## src/rtl/vga_timing_gen.sv

```systemverilog
// ============================================================================
// vga_timing_gen
// ----------------------------------------------------------------------------
// Parametrised VGA timing generator and pixel pipeline.
//
// Each line and each frame is laid out as front porch, sync, back porch and
// then active video. During active video the block issues a pixel fetch
// request carrying the (optionally down-scaled) pixel coordinates and a
// linear frame-buffer address. The host returns the colour PIX_LAT cycles
// later. Sync and blank are delayed through a matching register pipe, so the
// DAC sees HS/VS/BLANK change on the same edge as the colour they belong to.
//
// Ports
//   iCLK              in   1       pixel clock
//   iRST_N            in   1       synchronous active-low reset
//   iEnable           in   1       run timing; low holds the block idle
//   iRed/iGreen/iBlue in   CW      host colour, valid PIX_LAT cycles after oRequest
//   oRequest          out  1       active-pixel fetch request
//   oCurrent_X        out  CNT_W   scaled X of the requested pixel
//   oCurrent_Y        out  CNT_W   scaled Y of the requested pixel
//   oAddress          out  ADDR_W  oCurrent_Y*(H_ACT>>SCALE_SHIFT)+oCurrent_X
//   oVGA_R/G/B        out  CW      registered colour to the DAC
//   oVGA_HS           out  1       registered, aligned horizontal sync
//   oVGA_VS           out  1       registered, aligned vertical sync
//   oVGA_BLANK        out  1       1 = active video, 0 = blanked
//   oVGA_SYNC         out  1       tied low
//   oVGA_CLOCK        out  1       copy of iCLK
//   oFrame_Start      out  1       one-cycle pulse at H=0, V=0 (counter timing)
//   oActive_Start     out  1       one-cycle pulse at first active pixel of frame
// ============================================================================
module vga_timing_gen #(
    parameter int H_FRONT     = 16,
    parameter int H_SYNC      = 96,
    parameter int H_BACK      = 48,
    parameter int H_ACT       = 640,
    parameter int V_FRONT     = 10,
    parameter int V_SYNC      = 2,
    parameter int V_BACK      = 33,
    parameter int V_ACT       = 480,
    parameter int HS_POL      = 0,
    parameter int VS_POL      = 0,
    parameter int CW          = 8,
    parameter int CNT_W       = 11,
    parameter int ADDR_W      = 22,
    parameter int PIX_LAT     = 2,
    parameter int SCALE_SHIFT = 0
) (
    input  logic              iCLK,
    input  logic              iRST_N,
    input  logic              iEnable,
    input  logic [CW-1:0]     iRed,
    input  logic [CW-1:0]     iGreen,
    input  logic [CW-1:0]     iBlue,
    output logic              oRequest,
    output logic [CNT_W-1:0]  oCurrent_X,
    output logic [CNT_W-1:0]  oCurrent_Y,
    output logic [ADDR_W-1:0] oAddress,
    output logic [CW-1:0]     oVGA_R,
    output logic [CW-1:0]     oVGA_G,
    output logic [CW-1:0]     oVGA_B,
    output logic              oVGA_HS,
    output logic              oVGA_VS,
    output logic              oVGA_BLANK,
    output logic              oVGA_SYNC,
    output logic              oVGA_CLOCK,
    output logic              oFrame_Start,
    output logic              oActive_Start
);

    // ------------------------------------------------------------------
    // Derived timing constants
    // ------------------------------------------------------------------
    localparam int H_TOTAL = H_FRONT + H_SYNC + H_BACK + H_ACT;
    localparam int V_TOTAL = V_FRONT + V_SYNC + V_BACK + V_ACT;
    localparam int H_BLANK = H_FRONT + H_SYNC + H_BACK;
    localparam int V_BLANK = V_FRONT + V_SYNC + V_BACK;
    localparam int PW      = PIX_LAT + 1;

    localparam logic [CNT_W-1:0] CNT_ZERO_C = {CNT_W{1'b0}};
    localparam logic [CNT_W-1:0] CNT_ONE_C  = {{(CNT_W-1){1'b0}}, 1'b1};
    localparam logic [CNT_W-1:0] H_LAST_C   = CNT_W'(H_TOTAL - 1);
    localparam logic [CNT_W-1:0] V_LAST_C   = CNT_W'(V_TOTAL - 1);
    localparam logic [CNT_W-1:0] H_BLANK_C  = CNT_W'(H_BLANK);
    localparam logic [CNT_W-1:0] V_BLANK_C  = CNT_W'(V_BLANK);
    localparam logic [CNT_W-1:0] HS_FIRST_C = CNT_W'(H_FRONT);
    localparam logic [CNT_W-1:0] HS_LAST_C  = CNT_W'(H_FRONT + H_SYNC - 1);
    localparam logic [CNT_W-1:0] VS_FIRST_C = CNT_W'(V_FRONT);
    localparam logic [CNT_W-1:0] VS_LAST_C  = CNT_W'(V_FRONT + V_SYNC - 1);

    // Words per stored line: a scaled frame stores H_ACT>>SCALE_SHIFT pixels per row.
    localparam logic [ADDR_W-1:0] LINE_WORDS_C = ADDR_W'(H_ACT >> SCALE_SHIFT);

    localparam logic HS_ACT_C  = (HS_POL != 0) ? 1'b1 : 1'b0;
    localparam logic VS_ACT_C  = (VS_POL != 0) ? 1'b1 : 1'b0;
    localparam logic HS_IDLE_C = ~HS_ACT_C;
    localparam logic VS_IDLE_C = ~VS_ACT_C;

    localparam logic [CW-1:0] CW_ZERO_C = {CW{1'b0}};

    // Inclusive range test used by the sync decoders.
    function automatic logic inRange(input logic [CNT_W-1:0] value,
                                     input logic [CNT_W-1:0] lo,
                                     input logic [CNT_W-1:0] hi);
        return (value >= lo) && (value <= hi);
    endfunction

    // ------------------------------------------------------------------
    // State
    // ------------------------------------------------------------------
    logic              running_r;   // counters have been released this run
    logic [CNT_W-1:0]  hCont_r;
    logic [CNT_W-1:0]  vCont_r;
    logic [PIX_LAT:0]  hsPipe_r;
    logic [PIX_LAT:0]  vsPipe_r;
    logic [PIX_LAT:0]  actPipe_r;
    logic [CW-1:0]     red_r;
    logic [CW-1:0]     green_r;
    logic [CW-1:0]     blue_r;

    logic              idle_s;
    logic              act_s;
    logic              hsRaw_s;
    logic              vsRaw_s;
    logic [CNT_W-1:0]  rawX_s;
    logic [CNT_W-1:0]  rawY_s;
    logic [CNT_W-1:0]  curX_s;
    logic [CNT_W-1:0]  curY_s;
    logic [ADDR_W-1:0] addr_s;
    logic              frameStart_s;
    logic              activeStart_s;
    logic [PIX_LAT:0]  hsChain_s;
    logic [PIX_LAT:0]  vsChain_s;
    logic [PIX_LAT:0]  actChain_s;

    // Reset and disable share one idle path.
    assign idle_s = !iRST_N || !iEnable;

    // Run flag: the first cycle after leaving idle holds H=V=0 so it can be
    // marked by oFrame_Start before the counters start moving.
    always_ff @(posedge iCLK) begin
        if (idle_s) begin
            running_r <= 1'b0;
        end else begin
            running_r <= 1'b1;
        end
    end

    // Horizontal and vertical counters; V advances on the last pixel of a line.
    always_ff @(posedge iCLK) begin
        if (idle_s || !running_r) begin
            hCont_r <= CNT_ZERO_C;
            vCont_r <= CNT_ZERO_C;
        end else if (hCont_r == H_LAST_C) begin
            hCont_r <= CNT_ZERO_C;
            if (vCont_r == V_LAST_C) begin
                vCont_r <= CNT_ZERO_C;
            end else begin
                vCont_r <= vCont_r + CNT_ONE_C;
            end
        end else begin
            hCont_r <= hCont_r + CNT_ONE_C;
            vCont_r <= vCont_r;
        end
    end

    // Counter-domain decode: active window, raw sync, coordinates and address.
    always_comb begin
        act_s   = running_r && (hCont_r >= H_BLANK_C) && (vCont_r >= V_BLANK_C);
        hsRaw_s = running_r && inRange(hCont_r, HS_FIRST_C, HS_LAST_C);
        vsRaw_s = running_r && inRange(vCont_r, VS_FIRST_C, VS_LAST_C);
        rawX_s  = hCont_r - H_BLANK_C;
        rawY_s  = vCont_r - V_BLANK_C;
        if (act_s) begin
            curX_s = rawX_s >> SCALE_SHIFT;
            curY_s = rawY_s >> SCALE_SHIFT;
        end else begin
            curX_s = CNT_ZERO_C;
            curY_s = CNT_ZERO_C;
        end
        addr_s = (ADDR_W'(curY_s) * LINE_WORDS_C) + ADDR_W'(curX_s);
    end

    // Frame markers, only while running so an idle block never pulses.
    always_comb begin
        frameStart_s  = running_r && (hCont_r == CNT_ZERO_C) && (vCont_r == CNT_ZERO_C);
        activeStart_s = running_r && (hCont_r == H_BLANK_C) && (vCont_r == V_BLANK_C);
    end

    // Next values of each delay stage: stage 0 takes the decode, stage i the
    // previous stage. Bit PIX_LAT is what the output stage loads next.
    always_comb begin
        hsChain_s     = {PW{1'b0}};
        vsChain_s     = {PW{1'b0}};
        actChain_s    = {PW{1'b0}};
        hsChain_s[0]  = hsRaw_s ? HS_ACT_C : HS_IDLE_C;
        vsChain_s[0]  = vsRaw_s ? VS_ACT_C : VS_IDLE_C;
        actChain_s[0] = act_s;
        for (int i = 1; i <= PIX_LAT; i++) begin
            hsChain_s[i]  = hsPipe_r[i-1];
            vsChain_s[i]  = vsPipe_r[i-1];
            actChain_s[i] = actPipe_r[i-1];
        end
    end

    // Sync/blank delay pipe, PIX_LAT+1 deep so it lines up with returned colour.
    always_ff @(posedge iCLK) begin
        if (idle_s) begin
            hsPipe_r  <= {PW{HS_IDLE_C}};
            vsPipe_r  <= {PW{VS_IDLE_C}};
            actPipe_r <= {PW{1'b0}};
        end else begin
            hsPipe_r  <= hsChain_s;
            vsPipe_r  <= vsChain_s;
            actPipe_r <= actChain_s;
        end
    end

    // Colour register: host data is captured only when the pixel it belongs
    // to is active once it reaches the output, otherwise black.
    always_ff @(posedge iCLK) begin
        if (idle_s) begin
            red_r   <= CW_ZERO_C;
            green_r <= CW_ZERO_C;
            blue_r  <= CW_ZERO_C;
        end else if (actChain_s[PIX_LAT]) begin
            red_r   <= iRed;
            green_r <= iGreen;
            blue_r  <= iBlue;
        end else begin
            red_r   <= CW_ZERO_C;
            green_r <= CW_ZERO_C;
            blue_r  <= CW_ZERO_C;
        end
    end

    assign oRequest      = act_s;
    assign oCurrent_X    = curX_s;
    assign oCurrent_Y    = curY_s;
    assign oAddress      = addr_s;
    assign oFrame_Start  = frameStart_s;
    assign oActive_Start = activeStart_s;

    assign oVGA_R        = red_r;
    assign oVGA_G        = green_r;
    assign oVGA_B        = blue_r;
    assign oVGA_HS       = hsPipe_r[PIX_LAT];
    assign oVGA_VS       = vsPipe_r[PIX_LAT];
    assign oVGA_BLANK    = actPipe_r[PIX_LAT];
    assign oVGA_SYNC     = 1'b0;
    assign oVGA_CLOCK    = iCLK;

endmodule

```

## config.mk

```make
export PLATFORM = sky130hd
export DESIGN_NAME = vga_timing_gen
export DESIGN_NICKNAME = d
export VERILOG_FILES = /design/src/rtl/vga_timing_gen.sv
export SDC_FILE = /design/constraint.sdc
export NUM_CORES = 1
export LEC_CHECK = 0
export CAP_MARGIN = 25
export CORE_ASPECT_RATIO = 0.6
export CORE_MARGIN = 3
export CORE_UTILIZATION = 58
export CTS_CLUSTER_DIAMETER = 150
export DETAILED_ROUTE_END_ITERATION = 7
export DONT_BUFFER_PORTS = 1
export PLACE_DENSITY = 0.79
export SLEW_MARGIN = 0
export SYNTH_ARGS = -nofsm -noshare
export SYNTH_HDL_FRONTEND = slang
export SYNTH_SLANG_ARGS = --single-unit
export TNS_END_PERCENT = 10
```

## constraint.sdc

```tcl
create_clock -name iCLK -period 4.2 [get_ports iCLK]
set_input_delay 0.42 -clock iCLK [delete_from_list [all_inputs] [get_ports iCLK]]
set_output_delay 0.42 -clock iCLK [all_outputs]
set_load 0.01 [all_outputs]
```

==> results.yml, run 1 <==
power:
  ir_worst_vdd_mv: 0.149
  p_leak_uw: 0.00181
  p_per_area_mw_per_mm2: 206
critical_path:
  path_common_cell: "ha_1"
  required_ns: 3.78
  critical_path_class: "flip-flop to output pin"
  crit_buf_inv: 1
  path_max_fanout: 8
  path_cells: "or4_4 > o221ai_4 > o311ai_4 > buf_6 > nor3_4 > ha_1 > ha_1 > a21o_1 > a31o_2 > o21a_1 > and4bb_2 > nand4_1 > xnor2_2"
  cp_slowest_stage_delay_ns: 0.55
  setup.worst_path.start_class: "flip-flop"
  cp_slowest_cell: "or4_4"
  critPathTopFamily: "simple AND/OR/NAND/NOR gates"
  endpoint_kind: "output pin"
  critPathArrivalTime_ns: 4.00
placed_design:
  port_buffers: 0
  dp.cells: 503
  hpwl_mm: 6.55
  place.gp.congestion: 0.886
cells_and_area:
  antenna_cells: 0
  ff_latch_area_mm2: 0.00113
  fillCellCount: 435
  nets: 497
  area_growth_pct: 18.0
  drive_gt1_frac: 0.248
  multi_input_area_mm2: 0.00230
  fin_cells: 519
drt:
  via_count: 2913
  drt_wl_total_mm: 8.59
  dr.pass1.iters: 4
  drc_errors: 0
  antenna_left: 0
  drtIter0Drc: 149
  wl_per_cell_um: 16.6
  routed_via_density: 5.61
global_route:
  grt_remaining_overflow: 0
  grt_pass1_vias: 2560
  grt_pass1_wl_mm: 13.0
  grt_start_max_net_pins: 26
  grt.total_usage: 0.232
  antenna_found_initial: 0
clocking:
  hold_buffers: 0
  cts.sinks: 56
  clockBufferDepth: 2
  cts_tree: "yes"
  h-tree-depth: 2
  numCtsBuffers: 5
  root_buffer: "clkbuf_8"
  cts.clk_slew.worst_paths_ns: 0.11
  clk_latency_ns: 0.31
status:
  outcome: "complete, but fails checks"
  violations: "negative setup slack"
floorplanning:
  dieArea_mm2: 0.00696
  die_h_um: 65.9
  core_area_mm2: 0.00568
  rows: 21
  die_x_um: 106
  initial_core_util: 0.610
  ioPinCount: 103
timing:
  maxSlewViolCount: 0
  fin_crit_ns: 4.42
  tns_ns: -0.929
  tightest_slew_ns: 0.627
  hold_viol_final: 0
  fmax_ghz: 0.226
  post-route-period-util: 1.05
  slew_headroom: 0.578
  setup_ws_ns: -0.218
  skew_ns: 0.0113
  grt_setup_unrepaired: "yes"
  finalSetupViolCount: 5
synthesis:
  syn-cell-area_mm2: 0.00346
  ys_types: 55
  syn-instance-count: 407
  netlist_top_cells_count: "dfxtp_1 (56), nor2_1 (50), ha_1 (30), xnor2_1 (30), and2_1 (27)"
  synth.top_cell.area_share: 0.324
  synthMostInstantiatedCell: "dfxtp_1"
  synth_largest_area_cell: "dfxtp_1"
  synth.yosys.warnings: 0
  async_flop_share: 0
  avgSynthCellArea_um2: 8.51
  yosysSeqAreaShare: 0.324
  synth_edf_count: 0
  synth_area_leaders: "dfxtp_1 (32%), ha_1 (11%), xnor2_1 (7.6%), nor2_1 (5.4%), and2_1 (4.9%)"
  synth_top_flop_cell: "dfxtp_1"
  ys_seq_elements: 56
min_path:
  hold_path_class: "input pin to flip-flop"
run:
  drv_cap: 0
[sequential cells by signal (all words and copies together), names as in the netlist]
name	cells
oVGA_B	8
oVGA_R	8
hCont_r	11
hsPipe_r	3
running_r	1
actPipe_r	3
vCont_r	11
vsPipe_r	3
oVGA_G	8
[metal layers]
metal	up-vias	wire length, um	GRT usage	part of all wire
li1	1423	-	-	-
met5	-	0	0	0
met1	1366	3920	0.337	0.46
met3	5	720	0.0585	0.084
met4	0	31	0.0339	0.0036
met2	119	3920	0.358	0.46
[final cells by class]
type,instances,share of cell area
inverters,24,0.0227
clock inverters,3,0.00551
well taps,80,0.0245
multi-input cells,301,0.562
repair buffers,50,0.0928
clock buffers,5,0.0168
flip-flops and latches,56,0.276
[worst paths after layout]
path / endpoint / slack [ns] / cells after the start / startpoint
setup / recovery: oAddress[18] / -0.22 / 13 / hCont_r[2]
hold / removal: oVGA_G[0] / 0.22 / 1 / iGreen[0]
setup reg to reg: vCont_r[9] / 2.00 / 7 / hCont_r[1]
hold reg to reg: hsPipe_r[2] / 0.43 / 1 / hsPipe_r[1]
[through the flow]
step | hold slack [ns] | util | setup slack (ns) | power, uW | cell area (um2)
floorplan | 0.393 | - | 0.000779 | 571 | 3520
global placement | 0.398 | 0.665 | 0.111 | 552 | 3770
detailed placement | 0.404 | 0.665 | -0.0347 | 552 | 3770
CTS | 0.219 | 0.699 | -0.181 | 843 | 3970
global route | 0.204 | 0.720 | -0.377 | 872 | 4090
finish | 0.221 | 0.720 | -0.218 | 841 | 4090
[repair_timing]
action	CTS	global route
gates resized for setup	15	18
pin swaps	14	19
buffers inserted	4	4
endpoints found under the setup margin	5	8
[placed cells by master (no fill, tap or decap), drive strengths merged, types with 3 or more instances in the layout]
cell type   n
dfxtp      56
nor2       51
buf        50
xnor2      30
ha         30
and2       27
nand2      25
inv        25
a21oi      16
xor2       14
nor3       12
o21ai      11
and3       10
nand3       9
nand4       9
or2         7
clkbuf      5
nor4        5
or3         5
a21o        4
nand3b      3
nor2b       3
[cells by family (layout without fill, tap and decap cells)]
family | count (synthesis) | after routing | synth area share
adder cells (fa/ha/maj) | 32 | 32 | 0.120
XOR/XNOR | 45 | 45 | 0.118
other | 1 | 2 | 0.00108
multiplexers | 1 | 1 | 0.00325
AO/OA/AOI/OAI | 46 | 46 | 0.0910
buffers and inverters | 51 | 82 | 0.0690
AND/OR/NAND/NOR | 175 | 175 | 0.274
flip-flops | 56 | 56 | 0.324
[power by group]
part / total (uW) / internal, uW / switching [uW]
logic: 7.42 / 1.91 / 5.51
registers: 533 / 531 / 1.40
clock network: 301 / 120 / 181
total: 841 / 653 / 188
No activity file was read; power rests on OpenSTA's default activity.
==> run 2: changes to the inputs <==
REMOVE_ABC_BUFFERS = 1   (was unset)
==> results.yml, run 2 (same netlist as run 1, synthesis figures left out) <==
status:
  outcome: "complete, but fails checks"
  violations: "negative setup slack"
drt:
  antenna_left: 0
  routed_via_density: 5.96
  dr.pass1.iters: 5
  via_count: 3153
  drtIter0Drc: 326
  drt_wl_total_mm: 9.58
  wl_per_cell_um: 18.1
  drc_errors: 0
global_route:
  grt_pass1_wl_mm: 15.0
  grt.total_usage: 0.270
  grt_remaining_overflow: 0
  grt_pass1_vias: 2999
  antenna_found_initial: 0
  grt_start_max_net_pins: 26
critical_path:
  r2r_setup_slack_ns: 1.95
  critPathArrivalTime_ns: 4.05
  ff2ff_path_depth: 6
  path_max_fanout: 4
  critical_path_class: "flip-flop to output pin"
  required_ns: 3.78
  setup.worst_path.start_class: "flip-flop"
  endpoint_kind: "output pin"
clocking:
  root_buffer: "clkbuf_8"
  cts.clk_slew.worst_paths_ns: 0.10
  h-tree-depth: 2
  clk_latency_ns: 0.31
  numCtsBuffers: 5
  cts_tree: "yes"
  clockBufferDepth: 2
  hold_buffers: 0
  cts.sinks: 56
cells_and_area:
  nets: 507
  ff_latch_area_mm2: 0.00113
  multi_input_area_mm2: 0.00243
  drive_gt1_frac: 0.298
  fin_util: 0.758
  fillCellCount: 375
  final_cell_mix: "buf_4 (56), dfxtp_1 (52), nor2_1 (45)"
  antenna_cells: 0
  final_common_cell: "buf_4"
  area_growth_pct: 24.2
  top_regs: "hCont_r (11), vCont_r (11)"
floorplanning:
  rows: 21
  dieArea_mm2: 0.00696
  core_area_mm2: 0.00568
  ioPinCount: 103
  initial_core_util: 0.610
  die_x_um: 106
  die_h_um: 65.9
timing:
  slew_headroom: 0.546
  fin_crit_ns: 4.47
  tns_ns: -1.10
  grt_setup_unrepaired: "yes"
  maxSlewViolCount: 0
  setup_ws_ns: -0.267
  post-route-period-util: 1.06
  finalSetupViolCount: 7
  fmax_ghz: 0.224
  skew_ns: 0.00503
  tightest_slew_ns: 0.675
  hold_viol_final: 0
placed_design:
  port_buffers: 0
  hpwl_mm: 6.05
  place.gp.congestion: 0.883
  pre_cts_ws_ns: -0.0255
min_path:
  hold_path_class: "input pin to flip-flop"
  hold_depth: 1
run:
  drv_cap: 0
power:
  ir_worst_vdd_mv: 0.140
  p_leak_uw: 0.00188
  p_per_area_mw_per_mm2: 194
run 2: changes by cell type in the layout (fill, tap and decap cells not counted), sizes merged:
cell and delta:
clkbuf +1, buf +10, clkinv -1, inv -1, clkinvlp +1
run 2: metal layers:
metal | routed length (um) | up-vias | GRT usage | part of all wire
met3 | 1070 | 40 | 0.0761 | 0.11
li1 | - | 1426 | - | -
met5 | 0 | - | 0 | 0
met4 | 260 | 0 | 0.0727 | 0.027
met2 | 4190 | 226 | 0.440 | 0.44
met1 | 4060 | 1461 | 0.353 | 0.42
run 2: final timing paths:
| check | start | to |
|---|---|---|
| worst max-delay path | hCont_r[4] | oAddress[18] |
| worst min-delay path | iBlue[4] | oVGA_B[4] |
| worst max register to register | hCont_r[5] | vCont_r[6] |
| worst min register to register | hsPipe_r[0] | hsPipe_r[1] |
run 2: repair_timing:
item | CTS | global route
setup endpoints to repair | 6 | 10
pin swaps | 19 | 16
hold endpoints to repair | 0 | 0
resized for setup | 47 | 20
setup buffers | 15 | 1
run 2: area by class of cell:
cell class	count	area share
Sequential cell	56	0.262
Clock inverter	2	0.00378
Clock buffer	6	0.0169
Timing Repair Buffer	60	0.109
Multi-Input combinational cell	301	0.564
Tap cell	80	0.0233
Inverter	24	0.0209
run 2: worst max-delay path: stages, from the launching register on:
cell      delay, ns
dfxtp_2        0.33
or4_4          0.55
o221ai_4       0.17
o311ai_4       0.15
buf_6          0.17
nor2_4         0.19
ha_4           0.24
ha_4           0.17
fa_2           0.34
a21o_1         0.22
a21oi_2        0.22
xnor2_2        0.15
and4bb_2       0.31
nand4_1        0.17
xnor2_1        0.20
buf_4          0.14
run 2: where the power goes:
group | total (uW) | switching, uW | leakage, uW | internal, uW
Clock | 293 | 174 | 0.0000414 | 119
Combinational | 7.52 | 5.67 | 0.00138 | 1.84
Sequential | 533 | 1.53 | 0.000453 | 531
run 2: through the flow:
stage | total power [uW] | instances | instance area (um2) | hold WS, ns
floorplan | 550 | 381 | 3320 | 0.393
global placement | 552 | 506 | 3760 | 0.396
detailed placement | 552 | 506 | 3760 | 0.398
CTS | 839 | 529 | 4200 | 0.213
global route | 854 | 529 | 4300 | 0.211
finish | 834 | 529 | 4300 | 0.221
==> run 3: changes to the inputs <==
ABC_AREA = 1   (was unset)
HOLD_SLACK_MARGIN = 0.12   (was unset)
==> results.yml, run 3 <==
status:
  outcome: "finished clean"
timing:
  hold_viol_final: 0
  fmax_ghz: 0.248
  maxSlewViolCount: 0
  grt_setup_unrepaired: "yes"
  tightest_slew_ns: 0.762
  fin_crit_ns: 4.04
  tns_ns: 0
  skew_ns: 0.0103
  finalSetupViolCount: 0
  post-route-period-util: 0.961
  slew_headroom: 0.491
critical_path:
  cp_slowest_stage_delay_ns: 0.55
  critPathArrivalTime_ns: 3.62
  ff2ff_path_depth: 10
  critical_path_class: "flip-flop to output pin"
  path_common_cell: "nand2_2"
  required_ns: 3.78
  path_max_fanout: 7
  path_cells: "inv_2 > nand2_2 > nor2_2 > nand3_2 > nand2_2 > nor2_4 > nor2_8 > inv_4 > nor3_4 > ha_1 > ha_2 > fa_2 > nand2_1 > inv_2 > nand4_1 > nand2_2 > nand2_1 > nor2_2 > nand3_2 > nor2_4 > nand3_2 > nand2_2"
  setup.worst_path.start_class: "flip-flop"
  reg2reg_from: "hCont_r[5]"
  endpoint_kind: "output pin"
  cp_slowest_cell: "fa_2"
  startpoint: "vCont_r[6]"
clocking:
  numCtsBuffers: 5
  clockBufferDepth: 2
  cts.clk_slew.worst_paths_ns: 0.11
  clk_latency_ns: 0.32
  cts_tree: "yes"
  h-tree-depth: 2
  cts.sinks: 56
  root_buffer: "clkbuf_8"
  hold_buffers: 0
drt:
  via_count: 3464
  drt_wl_total_mm: 9.68
  wl_per_cell_um: 14.9
  dr.pass1.iters: 5
  drtIter0Drc: 367
  antenna_left: 0
  drc_errors: 0
  routed_via_density: 5.34
synthesis:
  synth.yosys.warnings: 0
  synth.top_cell.area_share: 0.302
  netlist_top_cells_count: "nand2_1 (99), inv_1 (88), nor2_1 (88)"
  async_flop_share: 0
  syn-cell-area_mm2: 0.00371
  ys_seq_elements: 56
  synthMostInstantiatedCell: "nand2_1"
  avgSynthCellArea_um2: 6.89
  synth_area_leaders: "dfxtp_1 (30%), ha_1 (10%), nand2_1 (10%), inv_1 (8.9%), nor2_1 (8.9%)"
  synth_edf_count: 0
  yosysSeqAreaShare: 0.302
  synth_largest_area_cell: "dfxtp_1"
  syn-instance-count: 538
  synth_top_flop_cell: "dfxtp_1"
  ys_types: 41
placed_design:
  hpwl_mm: 7.39
  place.gp.congestion: 0.966
  placed_cell_area_mm2: 0.00388
  port_buffers: 0
floorplanning:
  die_x_um: 109
  dieArea_mm2: 0.00742
  ioPinCount: 103
  rows: 21
  core_area_mm2: 0.00586
  die_h_um: 67.9
  initial_core_util: 0.633
cells_and_area:
  antenna_cells: 0
  drive_gt1_frac: 0.248
  top_regs: "hCont_r (11), vCont_r (11)"
  final_cell_mix: "nand2_1 (90), inv_1 (76), nor2_1 (75)"
  nets: 627
  fin_util: 0.731
  area_growth_pct: 15.4
  finalInstanceArea_mm2: 0.00428
  final_common_cell: "nand2_1"
power:
  finalPower_uw: 856
  p_leak_uw: 0.00221
  ir_worst_vdd_mv: 0.183
  p_seq_frac: 0.618
  p_int_uw: 654
  clock_power_share: 0.366
  p_comb_frac: 0.016
  p_per_area_mw_per_mm2: 200
  switching_share: 0.236
  p_switching_uw: 202
global_route:
  grt_pass1_vias: 2916
  grt_start_max_net_pins: 26
  grt_pass1_wl_mm: 14.3
  grt_remaining_overflow: 0
  grt.total_usage: 0.247
  antenna_found_initial: 0
min_path:
  min_from: "iBlue[5]"
  hold_path_class: "input pin to flip-flop"
  hold_depth: 2
run:
  drv_cap: 0
==> run 3: cell count changes in the layout (fill, tap and decap cells not counted), sizes merged, moves of 3 or more <==
| cell | delta |
|---|---|
| xnor2 | -20 |
| nor2 | +42 |
| and3 | -10 |
| nand2 | +82 |
| o21ai | +4 |
| or3 | -5 |
| a21o | -4 |
| buf | -21 |
| nand3 | +28 |
| nand3b | -3 |
| nor2b | -3 |
| inv | +73 |
| and2 | -27 |
==> run 3: cell type report <==
type	instances	area [um2]
multi-input cells	370	2270
clock inverters	3	25.0
fillers	474	1580
inverters	96	365
clock buffers	5	68.8
repair buffers	39	300
well taps	80	100
flip-flops and latches	56	1150
==> run 3: path summary, 6_finish.rpt <==
kind                            slack, ns      endpoint
worst max-delay path                 0.16  oAddress[20]
worst min-delay path                 0.19     oVGA_B[5]
worst max register to register       2.10    hCont_r[9]
worst min register to register       0.41  actPipe_r[1]
==> run 3: what timing repair did <==
action / in CTS / in global routing
gates resized for setup: 13 / 68
setup buffers: 1 / 14
cloned: 0 / 0
endpoints found under the setup margin: 5 / 7
pin swaps: 3 / 16
==> run 3: power groups by stage <==
stage / Sequential [uW] / Combinational, uW / Clock (uW)
final: 529 / 13.8 / 313
after global routing: 530 / 16.2 / 337
after CTS: 532 / 13.6 / 314
after detailed placement: 544 / 13.5 / 0
after global placement: 545 / 13.0 / 0
after floorplan: 544 / 10.6 / 0
==> run 3: kinds of logic (layout without fill, tap and decap cells) <==
kind of cell             after synthesis  count (layout)  synth area share
buffers and inverters                113             143             0.129
flip-flops                            56              56             0.302
adder cells (fa/ha/maj)               32              32             0.112
XOR/XNOR                              25              25            0.0590
AO/OA/AOI/OAI                         39              39            0.0587
AND/OR/NAND/NOR                      272             272             0.338
other                                  1               2           0.00101
==> run 3: per-layer routing <==
metal  global-route usage  part of all wire
met4               0.0389            0.0085
met5                    0                 0
met3               0.0462             0.093
met1                0.371              0.47
met2                0.372              0.43
==> run 3: worst max-delay path: cells and delay by family (launching register included) <==
kind,cells,cell delay [ns]
adder cells (fa/ha/maj),3,1.01
buffers and inverters,3,0.21
flip-flops,1,0.37
AND/OR/NAND/NOR,16,1.71
==> run 3: stage by stage <==
step                std cells  hold WS (ns)  setup WS, ns
floorplan                 522         0.393       -0.0151
finish                    649         0.193         0.162
detailed placement        626         0.398         0.120
global placement          626         0.394         0.306
CTS                       635         0.196       0.00256
global route              649         0.182       -0.0968
